## src/rtl/regfile_wb_scheduler.sv

```systemverilog
// ============================================================================
// Module   : regfile_wb_scheduler
// Purpose  : Arbitrates the register-file write port between WB and the
//            multi-cycle unit; tracks pending multi-cycle destinations.
// Revision : 1.0 - initial release
// ============================================================================
`default_nettype none

module regfile_wb_scheduler #(
   parameter int WORD_SIZE = 16,
   parameter int NUM_REGS  = 4,
   parameter int ADDR_W    = 2
) (
   input  logic                 clk,
   input  logic                 reset,
   input  logic                 a_valid,
   input  logic [ADDR_W-1:0]    a_rd,
   input  logic [WORD_SIZE-1:0] a_data,
   output logic                 a_ready,
   input  logic                 b_valid,
   input  logic [ADDR_W-1:0]    b_rd,
   input  logic [WORD_SIZE-1:0] b_data,
   output logic                 b_ready,
   input  logic                 resv_valid,
   input  logic [ADDR_W-1:0]    resv_rd,
   output logic                 resv_ready,
   input  logic [ADDR_W-1:0]    rs1,
   input  logic [ADDR_W-1:0]    rs2,
   output logic                 hazard_stall,
   output logic [NUM_REGS-1:0]  busy_vec,
   output logic                 rf_we,
   output logic [ADDR_W-1:0]    rf_wr_addr,
   output logic [WORD_SIZE-1:0] rf_wr_data
);

   localparam logic c_GRANT_A = 1'b0;
   localparam logic c_GRANT_B = 1'b1;

   logic                 r_last_grant;
   logic [NUM_REGS-1:0]  r_busy;
   logic                 r_we;
   logic [ADDR_W-1:0]    r_wr_addr;
   logic [WORD_SIZE-1:0] r_wr_data;

   logic                 w_conflict;
   logic                 w_grant_a;
   logic                 w_grant_b;
   logic                 w_resv_ok;
   logic [NUM_REGS-1:0]  w_busy_nxt;

   assign w_conflict = a_valid && b_valid;

   // Nothing is accepted while reset is asserted, so no request is lost.
   always_comb begin
      w_grant_a = 1'b0;
      w_grant_b = 1'b0;
      if (reset) begin
         if (w_conflict) begin
            if (r_last_grant == c_GRANT_B) w_grant_a = 1'b1;
            else                           w_grant_b = 1'b1;
         end else begin
            w_grant_a = a_valid;
            w_grant_b = b_valid;
         end
      end
   end

   assign w_resv_ok = reset && resv_valid && !r_busy[resv_rd];

   // Clear first, then set: a same-register clear+reserve is only possible
   // on a protocol-error write, where the new reservation must survive.
   always_comb begin
      w_busy_nxt = r_busy;
      if (w_grant_b) w_busy_nxt[b_rd]    = 1'b0;
      if (w_resv_ok) w_busy_nxt[resv_rd] = 1'b1;
   end

   always_ff @(posedge clk) begin
      if (!reset) begin
         r_last_grant <= c_GRANT_B;
         r_busy       <= '0;
         r_we         <= 1'b0;
         r_wr_addr    <= '0;
         r_wr_data    <= '0;
      end else begin
         r_busy <= w_busy_nxt;
         r_we   <= w_grant_a || w_grant_b;
         if (w_grant_a) begin
            r_wr_addr <= a_rd;
            r_wr_data <= a_data;
         end else if (w_grant_b) begin
            r_wr_addr <= b_rd;
            r_wr_data <= b_data;
         end
         if (w_conflict) r_last_grant <= w_grant_a ? c_GRANT_A : c_GRANT_B;
      end
   end

   assign a_ready      = w_grant_a;
   assign b_ready      = w_grant_b;
   assign resv_ready   = w_resv_ok;
   assign hazard_stall = r_busy[rs1] || r_busy[rs2] || (resv_valid && r_busy[resv_rd]);
   assign busy_vec     = r_busy;
   assign rf_we        = r_we;
   assign rf_wr_addr   = r_wr_addr;
   assign rf_wr_data   = r_wr_data;

endmodule

`default_nettype wire

```

## config.mk

```make
export PLATFORM = sky130hd
export DESIGN_NAME = regfile_wb_scheduler
export DESIGN_NICKNAME = d
export VERILOG_FILES = /design/src/rtl/regfile_wb_scheduler.sv
export SDC_FILE = /design/constraint.sdc
export NUM_CORES = 1
export LEC_CHECK = 0
export ABC_AREA = 1
export ABC_CLOCK_PERIOD_IN_PS = 1000
export BUFFER_PORTS_ARGS = -buffer_cell sky130_fd_sc_hd__buf_2
export CAP_MARGIN = 25
export CORE_ASPECT_RATIO = 1.75
export CORE_MARGIN = 2
export CORE_UTILIZATION = 41
export CTS_BUF_LIST = sky130_fd_sc_hd__clkbuf_8
export DETAILED_ROUTE_END_ITERATION = 10
export GPL_ROUTABILITY_DRIVEN = 0
export PLACE_DENSITY = 0.85
export SLEW_MARGIN = 15
export SYNTH_ARGS = -nofsm -noshare
export SYNTH_HDL_FRONTEND = slang
export SYNTH_SLANG_ARGS = --single-unit
```

## constraint.sdc

```tcl
create_clock -name clk -period 1 [get_ports clk]
set_input_delay 0.15 -clock clk [delete_from_list [all_inputs] [get_ports clk]]
set_output_delay 0.15 -clock clk [all_outputs]
set_load 0.03 [all_outputs]
```

==> run summary <==
Outcome - complete, but fails checks
Failing checks - setup timing
Synth Instances - 208
Reg area - 496.7 µm²
CP Class - reg -> out
Highest clock rate - 714.8 MHz
Minimum clock period - 1.399 ns
Design Power - 0.003030 W
PD cells - 1163 nW/µm²
Hold endpoint - rf_wr_data[2]$_SDFFE_PN0P_
Worst Setup Start Kind - flop
CP Max Fanout - 3
Cell mode on critical path - nand2_1
Die Y-Extent - 79.60 µm
Critical Path AT - 1.25 ns
CP delay by family, top - flip-flops
Hold-fix buffers at CTS - 0
Antenna Nets Post-Route - 0
FILL cells - 185
Core ar. - 3142 µm²
Nets@finish - 353
GRT Residual Overflow - 0
CP startpoint - busy_vec[3]$_SDFF_PN0_
CP max stage delay - 0.37 ns
Met2 WL - 3.041 mm
Final core occ - 0.8292
Maxcap violations - 0
Slew @ Worst Pin - 0.3945 ns
DRT iter0 DRCs - 39
Initial Util - 0.4261
Clock tree buffer depth - 2
First-pass GRT wire length - 6.734 mm
Cell row count - 27
Worst-skew pair later-pin latency - 0.27 ns
Slew headroom - 0.7370
CP max stage cell - dfxtp_4
Global Route Usage Sum - 0.2397
Cts bufs inserted - 3
Avg WL per Cell - 14.95 µm
Final Cell Area - 2605 µm²
# diodes - 0
Die area - 3756 µm²
Worst Clk Skew - 0.001980 ns
Cell Chain, Critical Path - inv_2, nand2_1, o211ai_1, nand2_1, nor2_4, nand2_4, buf_6
Final setup fails - 28
Mapped Area - 1339 µm²
Top layer in use - met4
Share of layout cells above drive strength 1 - 0.7115
Reg2reg path depth - 9
IO Pins - 74
IO buf count - 73
Yosys top cell area share - 0.3589
Met3 routed WL - 198 µm
DP Worst Slack - -0.2167 ns
Worst setup EP type - primary output
Area of the multi-input gates - 1151 µm²
Root Driver - clkbuf_8
Hold Slack - 0.1747 ns
Worst Hold Class - in -> reg
Detailed placement HPWL - 2.765 mm
Req. time, crit path - 0.85 ns
Final worst-path cycle share - 1.399
Ranking of synthesized cells by area - dfxtp_1 (36%), nand2_1 (17%), nand3_1 (16%), inv_1 (8.7%), or2_1 (3.3%)
Sequential share of the synthesized area - 0.3589
Avg Cell Area, Syn - 6.436 µm²
Final worst slack - -0.3989 ns
Total Wirelength - 5.204 mm
Reg clk slew, reported paths - 0.09 ns
M1 WL - 1.706 mm
H-tree depth - 1
Placement Cell Area - 1868 µm²
TritonCTS clock tree - yes
Via density - 5.069
R2R setup slack - -0.19 ns
Drc violations - 0
Slew Limit Fails - 0
DR pass1 iterations - 4
Synth warn - 0
Final hold viol count - 0
Vias - 1764
P&R area growth vs syn - 94.58%
Hold_sp - b_data[2]
RSZ-0062 raised after global routing - yes
Synth area leader - dfxtp_1
Buf/Inv on CP - 2
Largest net degree at the start of global routing - 37
Clock sinks - 24
Vias in the first global route - 1704
Seq cells post-synth - 24
Antenna violations before repair - 0
VDD IR max - 0.001040 V
Chip width - 47.20 µm
Synth cell types - 18
P_leak - 1.428 nW
Hold depth - 5
Net Count, Synth - 255
Capture point of the worst reg-to-reg path - rf_wr_data[13]$_SDFFE_PN0P_
FF-to-FF Start - r_last_grant$_SDFFE_PN1N_
-- timing repair --
action,CTS,global route
endpoints found under the setup margin,22,31
setup buffers,17,4
pin swaps,33,35
gates cloned,1,0
gates resized for setup,76,71
-- flip-flops by register name (all words and copies together) (netlist names) --
name / count
r_last_grant: 1
busy_vec: 4
rf_we: 1
rf_wr_addr: 2
rf_wr_data: 16
-- layout make-up --
type / instances / area share
inverter: 34 / 0.05283
clock buffer: 3 / 0.01585
clock inverter: 1 / 0.01153
sequential: 24 / 0.1907
tap: 43 / 0.02065
multi-input combinational: 143 / 0.4419
timing repair buffer: 100 / 0.2666
-- worst max-delay path by stage --
stage / end / cells after the start
2_1_floorplan: resv_ready / 5
3_3_place_gp: hazard_stall / 9
3_5_place_dp: hazard_stall / 9
4_1_cts: hazard_stall / 7
5_1_grt: hazard_stall / 7
6_report: hazard_stall / 7
-- cells by family (layout without fill, tap and decap cells) --
kind of cell    Yosys count  count (layout)  synth area share
simple gates            129             129            0.4477
buf+inv                  41             138            0.1374
flops                    24              24            0.3589
compound gates           14              14           0.05607
-- Yosys cell counts (all sizes together) --
master	instances
nand3	44
o211ai	2
nand2	60
dfxtp	24
or2	18
nor2	7
inv	34
o21ai	6
buf	5
a21oi	6
clkbuf	2
-- per-stage QoR --
step                setup TNS [ns]  instances
detailed placement          -3.438        329
global route                -5.450        348
global placement            -3.090        329
CTS                         -3.182        350
finish                      -4.069        348
floorplan                  -0.2705        208
-- worst register-to-register path, delay by kind of cell, from the launching register on --
| family | cells | cell delay [ns] |
|---|---|---|
| buf+inv | 4 | 0.37 |
| flops | 1 | 0.36 |
| simple gates | 5 | 0.39 |
-- placed cells by master (no fill, tap or decap), types with 3 or more instances in the layout --
master,instances
nand2_1,27
buf_6,17
nand2_2,11
buf_4,14
nor2_4,4
dfxtp_1,19
nand3_2,41
nand3_4,3
clkbuf_8,3
a21oi_2,4
nor2_1,3
or2_1,7
nand2_4,22
o21ai_2,3
or2_2,7
inv_2,11
dfxtp_4,4
inv_1,21
or2_0,4
o21ai_1,3
buf_2,66
-- routing by layer --
layer	vias up	track usage
met1	833	0.2360
li1	842	-
met3	21	0.02036
met5	-	0
met2	68	0.4644
met4	0	0.09722
-- where the power goes --
part,internal (W),switching [W]
Clock,0.000535,0.000326
Sequential,0.00103,0.0000395
Combinational,0.000452,0.000652
Total,0.00201,0.00102
(Power assumes the default switching activity.)
